File: src/rtl/fetch_unit_pkg.sv
// rtl/fetch_unit_pkg.sv - shared processor constants for the fetch stage
package fetch_unit_pkg;

  // Fetch FSM encodings
  localparam logic [1:0] ST_BOOT   = 2'b00;
  localparam logic [1:0] ST_RUN    = 2'b01;
  localparam logic [1:0] ST_HALTED = 2'b10;

  // PC after reset unless overridden by the instantiating core
  localparam logic [31:0] RESET_PC_DEFAULT = 32'h0000_0000;

  // Sequential fetch step (one 32-bit word)
  localparam logic [31:0] PC_INCR = 32'd4;

  // Saturation ceiling of the fetch counter
  localparam logic [15:0] FETCH_COUNT_MAX = 16'hFFFF;

  // Force a byte address onto a word boundary
  function automatic logic [31:0] word_align(input logic [31:0] addr);
    return {addr[31:2], 2'b00};
  endfunction

endpackage

File: src/rtl/fetch_pc_reg.sv
// rtl/fetch_pc_reg.sv - program counter register with next-PC selection
module fetch_pc_reg
  import fetch_unit_pkg::*;
#(
  parameter logic [31:0] RESET_PC = RESET_PC_DEFAULT
) (
  input  logic        clk,
  input  logic        reset,
  input  logic        i_advance,
  input  logic        i_redirect,
  input  logic [31:0] i_target,
  output logic [31:0] o_pc
);

  logic [31:0] r_pc;
  logic [31:0] w_pc_next;

  // Redirect wins over sequential advance; otherwise hold. The add wraps
  // naturally at 2^32, and both sources keep the low two bits clear.
  always_comb begin
    w_pc_next = r_pc;
    if (i_redirect) begin
      w_pc_next = word_align(i_target);
    end else if (i_advance) begin
      w_pc_next = r_pc + PC_INCR;
    end
  end

  // PC state; the reset value is aligned so an odd RESET_PC cannot leak out
  always_ff @(posedge clk or posedge reset) begin
    if (reset) begin
      r_pc <= word_align(RESET_PC);
    end else begin
      r_pc <= w_pc_next;
    end
  end

  assign o_pc = r_pc;

endmodule

File: src/rtl/fetch_unit.sv
// rtl/fetch_unit.sv - instruction fetch stage with boot/run/halt control
module fetch_unit
  import fetch_unit_pkg::*;
#(
  parameter logic [31:0] RESET_PC = RESET_PC_DEFAULT
) (
  input  logic        clk,
  input  logic        reset,
  input  logic        stall,
  input  logic        branch_taken,
  input  logic [31:0] branch_target,
  input  logic        halt,
  output logic [31:0] imem_addr,
  input  logic [31:0] imem_data,
  output logic [31:0] instr_out,
  output logic [31:0] pc_out,
  output logic        instr_valid,
  output logic [15:0] fetch_count
);

  logic [1:0]  r_state;
  logic [31:0] r_instr;
  logic [31:0] r_pc_out;
  logic        r_valid;
  logic [15:0] r_count;

  logic [31:0] w_pc;
  logic        w_run;
  logic        w_halt_go;
  logic        w_redirect;
  logic        w_advance;

  // Priority in RUN: halt, then branch, then stall, then sequential fetch
  assign w_run      = (r_state == ST_RUN);
  assign w_halt_go  = w_run && halt;
  assign w_redirect = w_run && !halt && branch_taken;
  assign w_advance  = w_run && !halt && !branch_taken && !stall;

  fetch_pc_reg #(
    .RESET_PC   (RESET_PC)
  ) u_pc_reg (
    .clk        (clk),
    .reset      (reset),
    .i_advance  (w_advance),
    .i_redirect (w_redirect),
    .i_target   (branch_target),
    .o_pc       (w_pc)
  );

  assign imem_addr = w_pc;

  // Control FSM: one BOOT cycle after reset, HALTED is left only by reset
  always_ff @(posedge clk or posedge reset) begin
    if (reset) begin
      r_state <= ST_BOOT;
    end else begin
      case (r_state)
        ST_BOOT:   r_state <= ST_RUN;
        ST_RUN:    r_state <= halt ? ST_HALTED : ST_RUN;
        ST_HALTED: r_state <= ST_HALTED;
        default:   r_state <= ST_BOOT;
      endcase
    end
  end

  // Fetch register: capture on advance, flush on redirect, drop valid on halt
  always_ff @(posedge clk or posedge reset) begin
    if (reset) begin
      r_instr  <= 32'h0;
      r_pc_out <= 32'h0;
      r_valid  <= 1'b0;
    end else if (w_advance) begin
      r_instr  <= imem_data;
      r_pc_out <= w_pc;
      r_valid  <= 1'b1;
    end else if (w_redirect) begin
      r_instr  <= 32'h0;
      r_valid  <= 1'b0;
    end else if (w_halt_go) begin
      r_valid  <= 1'b0;
    end
  end

  // Saturating count of cycles that load a valid instruction
  always_ff @(posedge clk or posedge reset) begin
    if (reset) begin
      r_count <= 16'h0;
    end else if (w_advance && (r_count != FETCH_COUNT_MAX)) begin
      r_count <= r_count + 16'd1;
    end
  end

  assign instr_out   = r_instr;
  assign pc_out      = r_pc_out;
  assign instr_valid = r_valid;
  assign fetch_count = r_count;

endmodule
File: config.mk
export PLATFORM = sky130hd
export DESIGN_NAME = fetch_unit
export DESIGN_NICKNAME = d
export VERILOG_FILES = /design/src/rtl/fetch_unit_pkg.sv /design/src/rtl/fetch_pc_reg.sv /design/src/rtl/fetch_unit.sv
export SDC_FILE = /design/constraint.sdc
export NUM_CORES = 1
export LEC_CHECK = 0
export ABC_AREA = 1
export BUFFER_PORTS_ARGS = -buffer_cell sky130_fd_sc_hd__buf_2
export CAP_MARGIN = 20
export CORE_MARGIN = 2
export CORE_UTILIZATION = 30
export CTS_CLUSTER_SIZE = 25
export DETAILED_ROUTE_END_ITERATION = 12
export MAX_ROUTING_LAYER = met4
export PLACE_DENSITY_LB_ADDON = 0.05
export SETUP_SLACK_MARGIN = 0.2
export SLEW_MARGIN = 20
export SYNTH_ARGS = -nofsm -noshare
export SYNTH_HDL_FRONTEND = slang
export SYNTH_SLANG_ARGS = --single-unit
File: constraint.sdc
create_clock -name clk -period 3.3 [get_ports clk]
set_input_delay 0 -clock clk [delete_from_list [all_inputs] [get_ports clk]]
set_output_delay 0 -clock clk [all_outputs]
set_load 0.1 [all_outputs]
==> impl_results.md <==
- Status: finished, violations left
- Failing checks: design-rule violations
- Synth warn: 0
- Setup_tns: 0 ns
- Antenna Violating Nets Remaining: 0
- WP data arrival: 2.42 ns
- H-tree levels: 3
- Core box area: 18100 um^2
- Critical path's most frequent cell: nand2_1
- Yosys top cell by area: dfrtp_1
- Die Span X: 140 um
- Seq cells post-synth: 111
- Wirelength per Cell: 14.7 um
- Postcts setup bufs: 0
- Count of cell types in the netlist: 32
- Post-synthesis compound-gate area fraction: 12.7%
- GRT overflow: 0
- CP Capture Type: flop
- Synth Area in Adders: 0.450%
- Worst-path maximum fanout: 40
- Layout cells sized above 1: 23.1%
- CTS tree: done
- Clock Path Buffers: 2
- RSZ-0062 raised after global routing: false
- Worst-margin pin slew: 0.903 ns
- Slew Limit Fails: 0
- Final RePlAce weighted congestion: 0.839
- Yosys top cell area share: 50.0%
- Fmax: 0.460 GHz
- Final setup vio count: 0
- Top cells by area, synth: dfrtp_1, nand2_1, nor2_1, a22o_1, inv_1
- Max_slew headroom: 39.7%
- Hold_buf cts: 64
- Initial Utilization: 30.7%
- Count leader, synth: nand2_1
- Final Cell Area: 7520 um^2
- Mux cell area share after synthesis: 0%
- Gr usage total: 18.3%
- Initial drt markers: 250
- Multi-input gate area: 2360 um^2
- I/O Pins: 182
- P&R area growth vs syn: 35.3%
- CTS Root Cell: clkbuf_16
- Synth Instances: 698
- Simple-gate area share of the yosys netlist: 27.0%
- XOR/XNOR Fraction of Synth Area: 2.05%
- Final WL: 17.1 mm
- DRC viols: 12
- Largest family of logic cells by synthesized area: simple AND/OR/NAND/NOR gates
- Buf/Inv on CP: 3
- Dpl hpwl: 11.9 mm
- Via count: 5371
- Clock-pin slew on the worst setup and hold paths: 0.08 ns
- Resized cells post-CTS: 0
- Max cap viols: 0
- Fin crit share: 65.8%
- Critical Path, Cell by Cell: inv_1 -> nor3_2 -> nand2_2 -> inv_2 -> nor2_4 -> buf_4 -> nor2_1 -> nand2_1 -> nand2_1
- Total die area: 19600 um^2
- Number of enable flip-flop cells after synthesis: 0
- Later-pin clock latency in the skew report: 0.35 ns
- Die Y: 140 um
- Crit Path Class: reg -> reg
- Post-Syn Area: 5560 um^2
- Worst Skew: 0.00807 ns
- Minimum clock period: 2.17 ns
- Largest net degree at the start of global routing: 64
- Post-layout net count: 995
- Worst path slowest cell: nor2_4
- First-pass GRT wire length: 27.9 mm
- Worst hold margin: 0.0219 ns
- Sequential fraction of the synthesis area: 50.0%
- Via/cell ratio: 4.64
- TritonCTS buffer count: 9
- Hold Vio Cnt, Final: 0
- Synth async-reset ratio: 100%
- Clk sink count: 111
- Min-Delay Path Class: in -> reg
- Syn avg cell area: 7.97 um^2
- Largest delay share family, worst path: simple AND/OR/NAND/NOR gates
- Required @ worst endpoint: 3.55 ns
- Post-synth top cells: nand2_1, dfrtp_1, nor2_1, inv_1, nand3_1
- R2r setup slk: 1.13 ns
- Worst Setup Start Kind: flop
- Initial antenna violation count: 0
- Vias in the first global route: 5319
- Drt first pass iters: 11
- Placed cell areas: 6600 um^2
- Max stage delay on crit path: 0.56 ns
- Port Buffer Count: 175
- Main synth FF type: dfrtp_1
- Reg area: 2780 um^2
- # fillers: 1838
- Core Rows: 49
- ANT cells: 0
-- area by class of cell --
class,instances,share of cell area (%)
Clock inverter,7,0.831
Timing Repair Buffer,243,20.7
Multi-Input combinational cell,494,31.4
Clock buffer,9,2.99
Inverter,65,3.31
Tap cell,229,3.81
Sequential cell,111,36.9
-- cells by family after synthesis --
family | count (synthesis)
and+or+nand+nor | 364
AOI/OAI and AO/OA | 111
DFF | 111
buffers and inverters | 96
xor gates and xnor gates | 13
adders and majority gates | 2
other | 1
-- worst min-delay path, cell delays in order --
cell     delay (ns)
buf_2          0.08
nor2_1         0.04
nor2_1         0.12
nand2_1        0.07
nand2_1        0.05
-- flip-flops by register name (all words and copies together) (netlist names) --
name	flops
pc_out	30
u_pc_reg.o_pc	30
r_state	2
instr_valid	1
instr_out	32
fetch_count	16
-- stage by stage --
stage	instances	setup slack [ns]	util [%]
final	1158	1.13	41.6
after CTS	1158	1.05	41.6
after floorplan	701	0.369	-
after global routing	1158	0.886	41.6
after detailed placement	1078	1.07	36.5
after global placement	1078	1.12	36.5
-- per-layer routing --
metal / global-route usage [%] / up-vias / routed length, um
met1: 23.6 / 2512 / 7860
met2: 30.0 / 141 / 8190
met3: 2.43 / 19 / 697
met4: 5.95 / 0 / 308
met5: - / - / 0
li1: - / 2699 / -
-- cell usage in the layout, fill, tap and decap left out, types with 2 or more instances in the layout --
master and instances:
nand4_1 5, o21ai_1 27, buf_4 3, clkinv_4 2, inv_2 3, nor2_2 5
inv_6 3, a22o_1 32, dfrtp_1 111, a211oi_1 2, conb_1 4, inv_4 2
a21oi_1 18, clkbuf_16 9, nor3_1 2, o21ai_0 21, nand2_1 221, nor2_4 4
inv_1 60, o22ai_1 4, xnor2_1 8, o211ai_1 6, xor2_1 5, nor2_1 76
nand2_2 5, nand3_1 42, ha_1 2, dlygate4sd3_1 64, buf_2 175
-- final timing paths --
path                                     end              start  cells past startpoint
setup reg to reg           u_pc_reg.o_pc[19]         r_state[0]                      9
max in group asynchronous        instr_valid              reset                      4
min in group asynchronous     fetch_count[9]              reset                      3
setup / recovery           u_pc_reg.o_pc[19]         r_state[0]                      9
hold reg to reg                    pc_out[8]          pc_out[8]                      2
hold / removal             u_pc_reg.o_pc[19]  branch_target[19]                      5
Power is not shown: default switching activity piles up to over one toggle a cycle in this logic, so the estimate is an artifact.
